===== config.mk =====
export PLATFORM = sky130hd
export DESIGN_NAME = ipsl_hmic_h_ddrphy_dll_update_sched
export DESIGN_NICKNAME = d
export VERILOG_FILES = /design/src/rtl/ipsl_hmic_h_ddrphy_dll_update_sched.sv
export SDC_FILE = /design/constraint.sdc
export NUM_CORES = 1
export LEC_CHECK = 0
export CORE_MARGIN = 2
export CORE_UTILIZATION = 30
export CTS_BUF_LIST = sky130_fd_sc_hd__clkbuf_8
export CTS_CLUSTER_SIZE = 24
export DETAILED_ROUTE_END_ITERATION = 16
export HOLD_SLACK_MARGIN = 0.1
export PLACE_DENSITY_LB_ADDON = 0.1
export RECOVER_POWER = 25
export SYNTH_ARGS = -nofsm -noshare
export SYNTH_HDL_FRONTEND = slang
export SYNTH_SLANG_ARGS = --single-unit

===== constraint.sdc =====
create_clock -name rclk -period 6.3 [get_ports rclk]
set_input_delay 0.63 -clock rclk [delete_from_list [all_inputs] [get_ports rclk]]
set_output_delay 0.63 -clock rclk [all_outputs]
set_load 0.005 [all_outputs]

===== src/rtl/ipsl_hmic_h_ddrphy_dll_update_sched.sv =====
// ipsl_hmic_h_ddrphy_dll_update_sched: merges periodic and software DLL update requests and runs the ctrl/DLL req-ack sequence
//   rclk, rst                       clock, synchronous active-high reset
//   periodic_en, sw_update_req      request sources (timer enable, 1-cycle pulse)
//   ctrl_upd_req / ctrl_upd_ack     traffic-free window handshake with the memory controller
//   dll_update_req / dll_update_ack training handshake with the DLL update controller
//   busy, update_cnt, timeout_err   status; err_clr clears timeout_err
module ipsl_hmic_h_ddrphy_dll_update_sched #(
    parameter int                  TIMER_W     = 20,
    parameter logic [TIMER_W-1:0]  INTERVAL    = 20'd500000,
    parameter int                  ACK_TO_W    = 10,
    parameter logic [ACK_TO_W-1:0] ACK_TIMEOUT = 10'd1000
) (
    input  logic       rclk,
    input  logic       rst,
    input  logic       periodic_en,
    input  logic       sw_update_req,
    output logic       ctrl_upd_req,
    input  logic       ctrl_upd_ack,
    output logic       dll_update_req,
    input  logic       dll_update_ack,
    output logic       busy,
    output logic [7:0] update_cnt,
    output logic       timeout_err,
    input  logic       err_clr
);
    typedef enum logic [2:0] {IDLE, CTRL_REQ, DLL_REQ, DLL_REL, CTRL_REL} state_t;
    localparam logic [TIMER_W-1:0]  TIMER_LAST = INTERVAL - 1'b1;
    localparam logic [ACK_TO_W-1:0] WAIT_LAST  = ACK_TIMEOUT - 1'b1;
    state_t state, state_nx;
    logic pend_sw, pend_per, timed_out, start, ack_to, done, tick;
    logic [TIMER_W-1:0] timer;
    logic [ACK_TO_W-1:0] wait_cnt;
    assign start  = state == IDLE && (pend_sw || pend_per);
    assign ack_to = state == CTRL_REQ && !ctrl_upd_ack && wait_cnt == WAIT_LAST;
    assign done   = state == CTRL_REL && !ctrl_upd_ack;
    assign tick   = periodic_en && state == IDLE && !pend_per && timer == TIMER_LAST;
    always_comb begin
        state_nx = state;
        unique case (state)
            IDLE:     state_nx = start ? CTRL_REQ : IDLE;
            CTRL_REQ: state_nx = ctrl_upd_ack ? DLL_REQ : ack_to ? CTRL_REL : CTRL_REQ;
            DLL_REQ:  state_nx = dll_update_ack ? DLL_REL : DLL_REQ;
            DLL_REL:  state_nx = dll_update_ack ? DLL_REL : CTRL_REL;
            CTRL_REL: state_nx = ctrl_upd_ack ? CTRL_REL : IDLE;
            default:  state_nx = IDLE;
        endcase
    end
    always_ff @(posedge rclk) begin
        if (rst) state <= IDLE;
        else state <= state_nx;
    end
    // Starting a sequence consumes both pending flags so coalesced requests run once.
    always_ff @(posedge rclk) begin
        if (rst) begin
            pend_sw     <= 1'b0;
            pend_per    <= 1'b0;
            timed_out   <= 1'b0;
            timer       <= '0;
            wait_cnt    <= '0;
            timeout_err <= 1'b0;
            update_cnt  <= '0;
        end else begin
            pend_sw     <= start ? 1'b0 : pend_sw | sw_update_req;
            pend_per    <= start ? 1'b0 : pend_per | tick;
            timed_out   <= start ? 1'b0 : timed_out | ack_to;
            timer       <= (!periodic_en || done || tick) ? '0 :
                           (state == IDLE && !pend_per) ? timer + 1'b1 : timer;
            wait_cnt    <= state == CTRL_REQ ? wait_cnt + 1'b1 : '0;
            timeout_err <= ack_to | (timeout_err & ~err_clr);
            if (done && !timed_out && update_cnt != 8'hff) update_cnt <= update_cnt + 8'd1;
        end
    end
    assign ctrl_upd_req   = state == CTRL_REQ || state == DLL_REQ || state == DLL_REL;
    assign dll_update_req = state == DLL_REQ;
    assign busy           = state != IDLE;
endmodule

* Word-level counts from Yosys, hierarchy flattened *
Cells that the tools add are included.

storage, ports and cells
  register bits after elaboration = 45
  input bits = 7
  output and inout port bits = 12
  word-level logic and storage cells = 56

operators by class
  add/sub/neg operators = 3
  equality and inequality tests = 7
  muxes and demuxes = 7
  bitwise logic cells = 7
  reductions and logical operators = 24

operators with widths
  cell                   number
  $add 20x1->20 const B  1
  $eq 20x19->1 const B   1
  $pmux 3 s5             1
  $mux 3                 4
  $add 10x1->10 const B  1
  $eq 10x10->1 const B   1
  $logic_and 1x1->1      10
  $add 8x1->8 const B    1
  $ne 8x8->1 const B     1
  $eq 3x2->1 const B     2
  $reduce_or 2->1        3
  $logic_or 1x1->1       5
  $logic_not 1->1        4
  $or 1x1->1             4
  $eq 3x1->1 const B     1
  $eq 3x3->1 const B     1
  $logic_not 3->1        1
  $reduce_bool 3->1      1
  $mux 1                 2
  $not 1->1              2
  $and 1x1->1            1

* Depth between registers and ports, before layout *
Gate-level depths: netlist of run 1.

  depth after elaboration = 6
  mapped depth = 7
  depth with buffers taken out = 5

* Least setup slack after synthesis of run 1 *
OpenSTA, ideal clock, no wires.

  path type = flip-flop to flip-flop
  from = register state[0]
  to = register timer[15]
  library setup time = 72 ps
  arrival time = 2070 ps
  data required time = 6228 ps
  setup slack = 4158 ps
  cell stages (with the launch flop) = 8
  buffers on the path = 3
  period minus slack after synthesis = 2142 ps
  cell sequence = dfxtp_1 > buf_6 > or4_4 > buf_6 > or3_4 > buf_6 > or4_1 > a21oi_1

between the ends
  longest elaborated chain between the ends = 6
  elaborated cells on any way between the ends = 10
  those cells by class = 1 x eq/ne; 9 x reduce/logical

RTL lines
  item                             RTL line  RTL
  start, declared                  29        state_t state, state_nx;
  start signal, assigned           50        else state <= state_nx;
  $logic_not 3->1                  36, 67
  $logic_and 1x1->1 (3 in series)  36        assign tick = periodic_en && state == IDLE && !pend_per && timer == TIMER_LAST;
  $logic_or 1x1->1                 66        timer <= (!periodic_en || done || tick) ? '0 :
  $reduce_or 2->1 (no line)        --
  end signal, assigned             66
  end, declared                    31        logic [TIMER_W-1:0] timer;

Several ways; a longest one is shown, not always the timed one.
A chain may end at the register's enable or synchronous reset.

* Worst setup path after layout of run 1 *
  from = register state[2]
  to = register timer[16]

The elaborated chain is that of the path after synthesis.

==> flow_summary.toml, run 1 <==
[worst_setup_path]
worst_r2r_startpoint = "state[2]"
cp.required_ns = 6.52
slowest_cell_on_the_critical_path = "sky130_fd_sc_hd__nor4b_1"
cpPeakStageDelay_ns = 0.97
regToRegSetupSlack_ns = 3.45
crit_path_cell_trace = "nor4b_1 -> nand4_1 -> or4b_2 -> a21oi_1"
critPathLaunchType = "flip-flop"
worstSetupEndpointType = "flip-flop"
r2r_cells = 4
critical_path_peak_fanout = 13
crit_arrival_ns = 3.07
critical_path_class = "flip-flop to flip-flop"
timing.rr.end = "timer[16]"

[power]
power_density_mw_per_mm2 = 205
leakage_nw = 0.782
highest_ir_drop_seen_on_vdd_v = 0.0000598

[placed_design]
hpwlAfterDp_um = 3140
io_buffer_count = 18
gp_routability_congestion = 0.767

[clocking]
cts_setup_buffers = 0
cts_max_level = 2
cts.reportedPaths.clkPinSlew_ns = 0.09
post_cts_hold_buffer_count = 0
max-clock-path-buffers = 2
cts_made_buffers = 5
worst_skew_pair.late_latency_ns = 0.30
tritoncts_clock_tree = "built"
post_cts.resized_instances = 0
clockRootBuffer = "sky130_fd_sc_hd__clkbuf_8"
clock_sink_count = 45

[timing]
post-route-min-period_ns = 2.85
fin_tns_setup_ns = 0
layout_worst_path_cycle_share = 0.452
timing_worst_slew_pin_value_ns = 1.08
max_slew_margin_vs_limit = 0.272
max_clock_freq_mhz = 351
timing.clock.skew_ns = 0.0128
timing.final.max_slew_violations = 0
setup_viol = 0
timing_hold_violations_final = 0
rsz0062_at_grt = "no"

[yosys]
synthesized_flop_and_latch_total = 45
syn_area_per_cell_um2 = 8.82
postSynth.topFlopCell = "sky130_fd_sc_hd__dfxtp_1"
post_synth_main_area_contributors = "sky130_fd_sc_hd__dfxtp_1, sky130_fd_sc_hd__nor2_1, sky130_fd_sc_hd__xor2_1, sky130_fd_sc_hd__a21oi_1, sky130_fd_sc_hd__nand3_1"
synth_cells = 238
yosys.area.top_type_share = 0.429
post_synth_instance_area_mm2 = 0.00210
number_of_distinct_library_cells_after_synthesis = 44
sequential_element_share_of_the_synthesized_area = 0.429
yosysMostFrequentCell = "sky130_fd_sc_hd__dfxtp_1"
synthArstFlopShare = 0
synthTopCellsByCount = "sky130_fd_sc_hd__dfxtp_1, sky130_fd_sc_hd__nor2_1, sky130_fd_sc_hd__a21oi_1, sky130_fd_sc_hd__nand3_1, sky130_fd_sc_hd__nand2_1"
mappedNetlistNets = 248
synth_largest_area_cell = "sky130_fd_sc_hd__dfxtp_1"
ys_warn_count = 0
synth-edff-count = 0

[finish]
layout.core_utilization = 0.358
fill_cells = 724
total_nets_final = 266
synthToLayoutAreaGrowth_pct = 15.9
num_antenna_cells = 0
seq_area_um2 = 901
multi_input_comb_area_mm2 = 0.00111
drive_above_1_share = 0.0584

[status]
outcome = "finished clean"

[detailed_routing]
drt-initial-drc-count = 59
remaining_drc_errors = 0
routed-via-count = 1719
detail_route.wl_per_cell_um = 12.6
drt-pass1-iter-count = 4
drtAntennaViolNets = 0
drt-total-wl_um = 4440
via_per_inst = 4.87

[grt]
global_route_wire_length_before_repair_um = 7530
global_route.usage.total = 0.124
antenna_found_initial = 0
globalRouteOverflowTotal = 0
grt_max_degree = 19
grt_pass1_vias = 1629

[floorplanning]
floorplan.die.height_um = 87.6
die_area_mm2 = 0.00768
initial_core_util = 0.309
area_of_the_core_region_mm2 = 0.00679
std_cell_rows = 30
chipWidth_um = 87.6
num_io_pins = 19

[run]
drv_cap = 0

[hold_path]
hold-path-cell-count = 1
hold_start = "wait_cnt[0]"
path_type_of_the_worst_min_delay_path = "flip-flop to flip-flop"
whs_endpoint = "wait_cnt[0]"
==> layout by cell type (no fill, tap or decap), types with 2 or more instances in the layout <==
master and count:
sky130_fd_sc_hd__a21oi_1 16, sky130_fd_sc_hd__clkbuf_8 5, sky130_fd_sc_hd__o21ai_0 7, sky130_fd_sc_hd__xor2_1 11
sky130_fd_sc_hd__inv_1 9, sky130_fd_sc_hd__nor2b_1 2, sky130_fd_sc_hd__xnor2_1 8, sky130_fd_sc_hd__dlygate4sd3_1 6
sky130_fd_sc_hd__nand2b_1 3, sky130_fd_sc_hd__o41ai_1 2, sky130_fd_sc_hd__nand3_1 15, sky130_fd_sc_hd__nand2_1 14
sky130_fd_sc_hd__or4_1 4, sky130_fd_sc_hd__clkdlybuf4s50_1 12, sky130_fd_sc_hd__ha_1 3, sky130_fd_sc_hd__a311oi_1 2
sky130_fd_sc_hd__and3_1 5, sky130_fd_sc_hd__nor3_1 7, sky130_fd_sc_hd__dfxtp_1 45, sky130_fd_sc_hd__nor4_1 4
sky130_fd_sc_hd__nand3b_1 2, sky130_fd_sc_hd__mux2i_1 2, sky130_fd_sc_hd__nor4b_1 2, sky130_fd_sc_hd__nor3b_1 3
sky130_fd_sc_hd__nand4_1 7, sky130_fd_sc_hd__o21a_1 2, sky130_fd_sc_hd__or3_1 7, sky130_fd_sc_hd__o31ai_1 4
sky130_fd_sc_hd__nor2_1 28, sky130_fd_sc_hd__or4b_2 4
==> power by group <==
group	total [mW]	internal (mW)	switching (mW)
clock network	0.175	0.0755	0.0991
registers	0.292	0.287	0.00418
logic	0.0317	0.0154	0.0164
total	0.498	0.378	0.120
==> final cells by class <==
class | count | share of cell area
multi-input combinational | 178 | 0.458
sequential | 45 | 0.371
tap | 96 | 0.0494
clock inverter | 3 | 0.00618
clock buffer | 5 | 0.0283
inverter | 7 | 0.0108
timing repair buffer | 19 | 0.0772
==> metrics by stage <==
stage               hold WS (ns)  area (µm²)  setup slack (ns)  power [mW]  instances
global route               0.495        2430              3.27       0.521        353
floorplan                  0.418        2100              4.16       0.319        238
global placement           0.437        2350              3.71       0.331        345
detailed placement         0.444        2350              3.71       0.331        345
CTS                        0.458        2440              3.82       0.508        353
finish                     0.456        2430              3.45       0.498        353
==> worst max-delay path, delay by kind of cell (launching register included) <==
| family | cells | cell delay (ns) |
|---|---|---|
| AND/OR/NAND/NOR | 3 | 2.19 |
| AO/OA/AOI/OAI | 1 | 0.15 |
| flip-flops | 1 | 0.43 |
==> state kept, by name (all words and copies together), names as in the netlist <==
| name | cells |
|---|---|
| pend_per | 1 |
| timed_out | 1 |
| wait_cnt | 10 |
| pend_sw | 1 |
| state | 3 |
| update_cnt | 8 |
| timer | 20 |
| timeout_err | 1 |
==> metal layers <==
| metal | GRT usage | wire length (µm) |
|---|---|---|
| met5 | 0 | 0 |
| met4 | 0.0545 | 68 |
| met3 | 0.0245 | 111 |
| met2 | 0.206 | 2040 |
| met1 | 0.157 | 2220 |
==> cell families (layout without fill, tap and decap cells) <==
| kind of cell | after synthesis | after routing | synth area share |
|---|---|---|---|
| and+or+nand+nor | 114 | 114 | 0.306 |
| DFF | 45 | 45 | 0.429 |
| AOI/OAI and AO/OA | 39 | 39 | 0.115 |
| xor gates and xnor gates | 19 | 19 | 0.0793 |
| buffers and inverters | 15 | 34 | 0.0376 |
| adders and majority gates | 3 | 3 | 0.0179 |
| muxes | 3 | 3 | 0.0149 |
==> worst max path at each step <==
stage                             from            end  slack, ns
after floorplan               state[0]      timer[15]       4.16
after global placement    ctrl_upd_ack  update_cnt[7]       3.71
after detailed placement  ctrl_upd_ack  update_cnt[7]       3.71
after CTS                     state[2]           busy       3.82
after global routing          state[2]      timer[16]       3.27
final                         state[2]      timer[16]       3.45
No activity file was read; power rests on OpenSTA's default activity.
==> run 2: changes to the inputs <==
==> constraint.sdc (replaced) <==
create_clock -name rclk -period 2.3 [get_ports rclk]
set_input_delay 0.23 -clock rclk [delete_from_list [all_inputs] [get_ports rclk]]
set_output_delay 0.23 -clock rclk [all_outputs]
set_load 0.005 [all_outputs]
==> run 2 against run 1 <==
Effect of this change:
- clock-buffer cell count is the same
- utilization grew 1.8 points
- critical path depth grew 1
- sequential share of layout area shrank 1.8 points
- clock power grew to 3.5 times the previous value
- sequential power grew to 2.7 times the previous value
- final area grew 5.0%
- register-to-register slack lost 3.3 ns
- global-route usage grew 0.12 points
- final cell count grew 3.1%
- via count grew 0.23%
==> flow_summary.toml, run 2 (same netlist as run 1, synthesis figures left out) <==
[finish]
synthToLayoutAreaGrowth_pct = 21.7
total_nets_final = 277
registers.top_by_ff_count = "timer"
num_antenna_cells = 0
finalInstanceArea_mm2 = 0.00255
drive_above_1_share = 0.101
largest_register_ff_count = 20
layout_top_registers = "timer: 20 flops, wait_cnt: 10 flops, update_cnt: 8 flops"
mostFrequentLayoutCells = "sky130_fd_sc_hd__dfxtp_1, sky130_fd_sc_hd__nor2_1, sky130_fd_sc_hd__a21oi_1, sky130_fd_sc_hd__clkdlybuf4s50_1, sky130_fd_sc_hd__nand3_1"
layout.cells.most_common = "sky130_fd_sc_hd__dfxtp_1"

[timing]
timing_worst_slew_pin_value_ns = 0.363
fin_tns_setup_ns = 0
layout_worst_path_cycle_share = 0.926
timing.clock.skew_ns = 0.0136
timing.final.max_slew_violations = 0
hold_ws_ns = 0.455
setup_viol = 0
max_clock_freq_mhz = 469
rsz0062_at_grt = "no"
timing_hold_violations_final = 0
post-route-min-period_ns = 2.13
max_slew_margin_vs_limit = 0.758

[floorplanning]
num_io_pins = 19
floorplan.die.height_um = 87.6
std_cell_rows = 30
initial_core_util = 0.309
area_of_the_core_region_mm2 = 0.00679
die_area_mm2 = 0.00768
chipWidth_um = 87.6

[grt]
global_route_wire_length_before_repair_um = 7710
antenna_found_initial = 0
grt_pass1_vias = 1701
globalRouteOverflowTotal = 0
global_route.usage.total = 0.126
grt_max_degree = 19

[clocking]
cts_max_level = 2
clock_sink_count = 45
clockRootBuffer = "sky130_fd_sc_hd__clkbuf_8"
tritoncts_clock_tree = "built"
worst_skew_pair.late_latency_ns = 0.30
post_cts_hold_buffer_count = 0
cts_made_buffers = 5
max-clock-path-buffers = 2
cts_setup_buffers = 0
cts.reportedPaths.clkPinSlew_ns = 0.10
post_cts.resized_instances = 0

[worst_setup_path]
cp.required_ns = 2.52
regToRegSetupSlack_ns = 0.17
worst_r2r_startpoint = "wait_cnt[0]"
cp_top_family = "simple AND/OR/NAND/NOR gates"
slowest_cell_on_the_critical_path = "sky130_fd_sc_hd__or4b_1"
critical_path_origin = "wait_cnt[0]"
timing.rr.end = "state[2]"
r2r_cells = 5
critPathLaunchType = "flip-flop"
crit_arrival_ns = 2.35
critPathBufInv = 0
crit_path_cell_trace = "ha_1 -> nand2_1 -> or4_1 -> or4b_1 -> a221oi_1"
cpPeakStageDelay_ns = 0.58
worstSetupEndpointType = "flip-flop"
critical_path_class = "flip-flop to flip-flop"
critical_path_peak_fanout = 3

[placed_design]
io_buffer_count = 18
gp_routability_congestion = 0.747
hpwlAfterDp_um = 3340
place_area_mm2 = 0.00245

[detailed_routing]
drtAntennaViolNets = 0
detail_route.wl_per_cell_um = 12.5
drt-pass1-iter-count = 6
via_per_inst = 4.73
remaining_drc_errors = 0
drt-total-wl_um = 4540
routed-via-count = 1723
drt-initial-drc-count = 62

[power]
fin_total_pwr_mw = 1.50
highest_ir_drop_seen_on_vdd_v = 0.000256
power_density_mw_per_mm2 = 589
leakage_nw = 0.840

[hold_path]
path_type_of_the_worst_min_delay_path = "flip-flop to flip-flop"
hold-path-cell-count = 1
hold_start = "wait_cnt[0]"
whs_endpoint = "wait_cnt[0]"

[run]
drv_cap = 0

[status]
outcome = "finished clean"
==> run 2: cell types whose count changed in the layout (fill, tap and decap cells not counted), sizes merged <==
cell and delta:
clkdlybuf4s50 +4, clkinv +1, buf +9, dlygate4sd3 -4
clkbuf +2, inv -1, clkinvlp -1, bufinv +1
==> run 2: how the worst max path moves through the flow <==
stage / endpoint / slack [ns] / cells past startpoint
6_report: state[2] / 0.17 / 5
5_1_grt: state[2] / 0.03 / 5
4_1_cts: state[2] / 0.15 / 5
3_5_place_dp: update_cnt[7] / 0.16 / 5
3_3_place_gp: update_cnt[7] / 0.17 / 5
2_1_floorplan: timer[15] / 0.16 / 7
==> run 2: worst reg2reg max path, delay by kind of cell, from the launching register on <==
kind            cells  cell delay [ns]
simple gates        3             1.20
flops               1             0.36
compound gates      1             0.27
fa+ha+maj           1             0.21
==> run 2: where the power goes <==
group	total (mW)	switching [mW]	internal, mW	leakage, nW
clock	0.607	0.281	0.326	0.0585
combinational	0.104	0.0537	0.0504	0.418
sequential	0.792	0.00527	0.787	0.363
==> run 2: final cells by class <==
class	instances	area, µm²
inverter	7	26.3
tap	96	120
clock buffer	5	68.8
timing repair buffer	30	275
sequential	45	901
clock inverter	3	43.8
multi-input combinational	178	1120
fill	718	4240
==> run 2: per-layer routing <==
metal / share of wire / up-vias / GRT usage
met3: 0.030 / 6 / 0.0311
met1: 0.50 / 772 / 0.165
li1: - / 925 / -
met2: 0.46 / 20 / 0.204
met4: 0.011 / 0 / 0.0378
met5: 0 / - / 0
==> run 2: stage by stage <==
stage,instances,utilization,setup slack [ns]
after floorplan,238,-,0.158
after global placement,356,0.360,0.174
after detailed placement,356,0.360,0.159
after CTS,364,0.377,0.148
after global routing,364,0.376,0.0298
final,364,0.376,0.169
==> run 3: changes to the inputs <==
--- a/config.mk
+++ b/config.mk
@@ -10,6 +10,7 @@
 export CTS_BUF_LIST = sky130_fd_sc_hd__clkbuf_8
 export CTS_CLUSTER_SIZE = 24
 export DETAILED_ROUTE_END_ITERATION = 16
+export GPL_ROUTABILITY_DRIVEN = 1
 export HOLD_SLACK_MARGIN = 0.1
 export PLACE_DENSITY_LB_ADDON = 0.1
 export RECOVER_POWER = 25
==> results of run 3 <==
No change in the layout: final DEF, timing and power equal those of run 2.
